$ cat config.mk
export PLATFORM = sky130hd
export DESIGN_NAME = rs_issue_queue
export DESIGN_NICKNAME = d
export VERILOG_FILES = /design/src/rtl/ez90_pkg.sv /design/src/rtl/rs_issue_queue.sv
export SDC_FILE = /design/constraint.sdc
export NUM_CORES = 1
export LEC_CHECK = 0
export CORE_MARGIN = 2
export CORE_UTILIZATION = 40
export CTS_CLUSTER_DIAMETER = 120
export DETAILED_ROUTE_END_ITERATION = 10
export GPL_TIMING_DRIVEN = 0
export PLACE_DENSITY = 0.54
export SYNTH_ARGS = -nofsm -noshare
export SYNTH_HDL_FRONTEND = slang
export SYNTH_SLANG_ARGS = --single-unit
$ cat constraint.sdc
create_clock -name clk -period 6 [get_ports clk]
set_input_delay 0.9 -clock clk [delete_from_list [all_inputs] [get_ports clk]]
set_output_delay 0.9 -clock clk [all_outputs]
set_load 0.05 [all_outputs]
$ cat src/rtl/ez90_pkg.sv
// rtl/ez90_pkg.sv - shared eZ90 uop types and the RS issue queue depth
package ez90_pkg;

  // Shared with dispatch credit logic so both sides agree on queue capacity.
  localparam int EZ90_RSQ_DEPTH = 8;

  typedef struct packed {
    logic [7:0]  tag;
    logic [6:0]  opcode;
    logic [5:0]  prd;
    logic [5:0]  prs1;
    logic [5:0]  prs2;
    logic [15:0] imm;
  } ez90_uop_tagged_t;

endpackage

$ cat src/rtl/rs_issue_queue.sv
// rtl/rs_issue_queue.sv - in-order issue buffer between dispatch and the RS port
//   clk, rst           : core clock, synchronous active-high reset
//   flush              : discard every entry; wins over push and pop
//   disp_valid/uop/rdy : dispatch push side
//   rs_valid/uop/ready : oldest entry presented to the scheduler
//   count/full/empty   : occupancy status
module rs_issue_queue
  import ez90_pkg::*;
#(
  parameter int  DEPTH = EZ90_RSQ_DEPTH,
  localparam int CNT_W = $clog2(DEPTH) + 1
) (
  input  logic             clk,
  input  logic             rst,
  input  logic             flush,
  input  logic             disp_valid,
  input  ez90_uop_tagged_t disp_uop,
  output logic             disp_ready,
  output logic             rs_valid,
  output ez90_uop_tagged_t rs_uop,
  input  logic             rs_ready,
  output logic [CNT_W-1:0] count,
  output logic             full,
  output logic             empty
);

  localparam int PTR_W = $clog2(DEPTH);

  logic [PTR_W-1:0] head_q, head_d;
  logic [PTR_W-1:0] tail_q, tail_d;
  logic [CNT_W-1:0] count_q, count_d;
  logic [DEPTH-1:0] valid_q, valid_d;
  ez90_uop_tagged_t mem_q [DEPTH];
  ez90_uop_tagged_t mem_d [DEPTH];

  logic push;
  logic pop;

  assign full  = (count_q == CNT_W'(DEPTH));
  assign empty = (count_q == '0);
  assign count = count_q;

  // Both handshakes are masked by flush, so flush cycles never transfer.
  // full is taken from the registered count: a pop this cycle does not
  // free a slot for dispatch until the next cycle.
  assign disp_ready = !rst && !flush && !full;
  assign rs_valid   = !rst && !flush && !empty;
  assign rs_uop     = rs_valid ? mem_q[head_q] : '0;

  assign push = disp_valid && disp_ready;
  assign pop  = rs_valid && rs_ready;

  always_comb begin
    head_d  = head_q;
    tail_d  = tail_q;
    count_d = count_q;
    valid_d = valid_q;
    for (int i = 0; i < DEPTH; i++) begin
      mem_d[i] = mem_q[i];
    end

    if (flush) begin
      head_d  = '0;
      tail_d  = '0;
      count_d = '0;
      valid_d = '0;
    end else begin
      if (push) begin
        mem_d[tail_q]   = disp_uop;
        valid_d[tail_q] = 1'b1;
        tail_d          = tail_q + PTR_W'(1);
      end
      if (pop) begin
        valid_d[head_q] = 1'b0;
        head_d          = head_q + PTR_W'(1);
      end
      case ({push, pop})
        2'b10:   count_d = count_q + CNT_W'(1);
        2'b01:   count_d = count_q - CNT_W'(1);
        default: count_d = count_q;
      endcase
    end
  end

  always_ff @(posedge clk) begin
    if (rst) begin
      head_q  <= '0;
      tail_q  <= '0;
      count_q <= '0;
      valid_q <= '0;
    end else begin
      head_q  <= head_d;
      tail_q  <= tail_d;
      count_q <= count_d;
      valid_q <= valid_d;
    end
  end

  // Payload is not reset; entries are meaningless while their valid bit is 0.
  always_ff @(posedge clk) begin
    for (int i = 0; i < DEPTH; i++) begin
      mem_q[i] <= mem_d[i];
    end
  end

`ifndef SYNTHESIS
  a_count_bound : assert property (@(posedge clk) disable iff (rst)
    count_q <= CNT_W'(DEPTH));
  a_no_push_full : assert property (@(posedge clk) disable iff (rst)
    !(push && full));
  a_no_pop_empty : assert property (@(posedge clk) disable iff (rst)
    !(pop && empty));
  a_head_valid : assert property (@(posedge clk) disable iff (rst)
    valid_q[head_q] == !empty);
  a_rs_uop_stable : assert property (@(posedge clk) disable iff (rst)
    (rs_valid && !rs_ready) |=> (rst || flush || $stable(rs_uop)));
`endif

endmodule

==> summary.txt <==
Outcome = completed
Area of the multi-input gates = 3310 µm²
Clk Tree Root Cell = clkbuf_16
Grt ovf = 0
I/O Pins = 111
Number of synthesized flops with an enable pin = 392
Sink Count = 405
Most common cell in the netlist = edfxtp_1
Post-synthesis cell type count = 28
Largest net degree at the start of global routing = 23
1st-pass router iterations = 5
Max Freq = 225 MHz
Worst-Skew Late Latency = 540 ps
Synth Area per Inst = 22.0 µm²
Rel. slew slack = 38.4%
Wire length on met1 = 14,400 µm
Setup crit start kind = input pin
Syn Nets = 765
Worst path depth = 6
Vias = 7,406
Reg clk slew, reported paths = 60 ps
Post-synthesis instance total = 705
Final Hold Viols = 0
Worst-case clock buffer depth = 3
Final Cycle Share = 74.2%
CP cell instances = clkdlybuf4s50_1 -> nor2_1 -> nand2_2 -> buf_2 -> nor2_1 -> clkdlybuf4s50_1
Top delay family on crit path = buffers and inverters
Reg-to-Reg Start = count[0]
Peak per-stage delay on the critical path = 870 ps
Vias in the first global route = 8,066
Final wirelength = 34,600 µm
Post_cts resized = 0
P&R area growth vs syn = 23.9%
Post-synthesis sequential area ratio = 77.5%
CP Max Fanout = 10
FF-to-FF path depth = 8
Hold crit path type = reg -> reg
Worst-case clock skew = 14.5 ps
CP bufs+invs = 3
Fin crit period = 4450 ps
Synth Cell Area = 15,500 µm²
Crit path DAT = 3550 ps
Reg area = 12,000 µm²
CTS tree = built
Post-DR vias/cell = 5.13
Max cap viols = 0
Horiz. Die Dim = 201 µm
Rows = 72
PortBufs = 110
PwrDens = 309 nW/µm²
Worst Setup Path Type = in -> out
Die height = 201 µm
VDD IR max = 224 µV
Leakage = 5.92 nW
Antenna violations before repair = 1
Post-synth top flop = edfxtp_1
Drc violations = 0
Post-route ant nets = 0
# hold bufs at CTS = 0
Post-route cell area = 19,200 µm²
Cts bufs inserted = 42
Final Non-Filler Cells = 1,444
Gpl congestion = 0.747
Measured slew at the worst slew-check pin = 925 ps
CP endpoint kind = primary output
DPL Wire Length = 22,500 µm
Crit. Startpoint = flush
Placed cell count = 1,367
Ys Warns = 0
Largest area contributor in the netlist = edfxtp_1
Tot Pwr = 0.00595 W
Share of the synthesized area in the top cell type = 75.9%
CP max stage cell = clkdlybuf4s50_1
Count of final setup violators = 0
Reg2reg end = mem_q[5][33]
Met3 wire len = 1550 µm
CTS H-tree lvls = 2
Setup TNS = 0 ps
First-pass GRT wire length = 51,500 µm
Wire length per cell = 23.9 µm
RSZ-0062 raised after global routing = false
List of most frequent post-synthesis cells = 392 x edfxtp_1, 98 x mux4_2, 63 x nor2_1
Die area = 40,400 µm²
Total Nets Final = 953
Placeable core area = 38,500 µm²
Drt first-iter violations = 452
Setup Buffers After CTS = 0
Slew Viols, Final = 0
Wire length on met2 = 18,100 µm
Post-DP Area = 17,800 µm²
Layout cells sized above 1 = 24.4%
Fill cell count = 3,124
Seq cells post-synth = 405
Synth top area cells = edfxtp_1 76%, mux4_2 14%, mux2i_1 3.2%
GRT Total Usage = 17.4%
Worst path required time = 5100 ps
Starting density of the core = 40.3%
CP endpoint = rs_uop[26]
FF-to-FF setup slack = 3110 ps
Highest metal used = met4
Async SR Flop Fraction = 0%
==> how the worst min path moves through the flow <==
stage                         start         to  slack [ps]  depth (start not counted)
after floorplan           head_q[1]   register         450                          2
final                     head_q[1]   register         510                          2
after detailed placement  head_q[1]  head_q[1]         490                          2
after global routing      head_q[1]  head_q[1]         550                          2
after global placement    head_q[1]  head_q[1]         470                          2
after CTS                 head_q[1]  head_q[1]         510                          2
==> layout make-up <==
cell class / instances / share of cell area (%)
Antenna cell: 1 / 0.0130
Clock buffer: 51 / 5.81
Clock inverter: 25 / 1.71
Buffer: 35 / 1.03
Sequential cell: 405 / 62.6
Tap cell: 518 / 3.37
Multi-Input combinational cell: 258 / 17.2
Timing Repair Buffer: 144 / 8.10
Inverter: 7 / 0.137
==> metrics by stage <==
stage | worst slack [ps] | hold slack (ps) | utilization (%)
floorplan | -180 | 451 | -
global placement | -4270 | 475 | 44.9
detailed placement | 1560 | 494 | 46.2
CTS | 1540 | 509 | 50.0
global route | 1430 | 547 | 50.0
finish | 1550 | 509 | 50.0
==> per-layer routing <==
layer	track usage, %	vias up
li1	-	3282
met1	22.5	3918
met2	30.4	159
met3	3.26	47
met4	4.07	0
met5	0	-
==> worst register-to-register path, cell delays in order (launching register included) <==
cell	delay (ps)
dfxtp_1	440
or4b_1	210
inv_1	80
nor2_1	200
nand2_1	240
nor3_2	780
buf_6	270
buf_6	190
buf_6	170
==> sequential cells by signal (all words and copies together), names as in the netlist, named ones only <==
signal and cells:
head_q 3, tail_q 3, count 4, mem_q 392
==> cell usage in the layout (no fill, tap or decap), types with 8 or more instances in the layout <==
cell type,synthesis,layout
dfxtp_1,13,13
buf_2,17,17
mux2i_1,49,49
buf_6,1,20
clkinv_1,0,8
mux4_2,98,98
bufinv_16,0,8
clkdlybuf4s50_1,0,110
clkbuf_16,0,43
clkbuf_1,13,20
nor2_1,63,59
nand3_1,12,12
edfxtp_1,392,392
==> report_power, final <==
part	internal, W	total [W]	switching [W]
clock network	0.00167	0.00270	0.00103
logic	0.0000588	0.000132	0.0000737
registers	0.00312	0.00312	0.00000413
total	0.00484	0.00595	0.00111
==> logic make-up after synthesis <==
group / after synthesis / synth area share [%]
flip-flops: 405 / 77.5
buffers and inverters: 42 / 1.44
AO/OA/AOI/OAI: 9 / 0.323
AND/OR/NAND/NOR: 92 / 2.56
multiplexers: 147 / 17.4
adder cells (fa/ha/maj): 6 / 0.532
XOR/XNOR: 4 / 0.226
No activity file was read; power rests on OpenSTA's default activity.
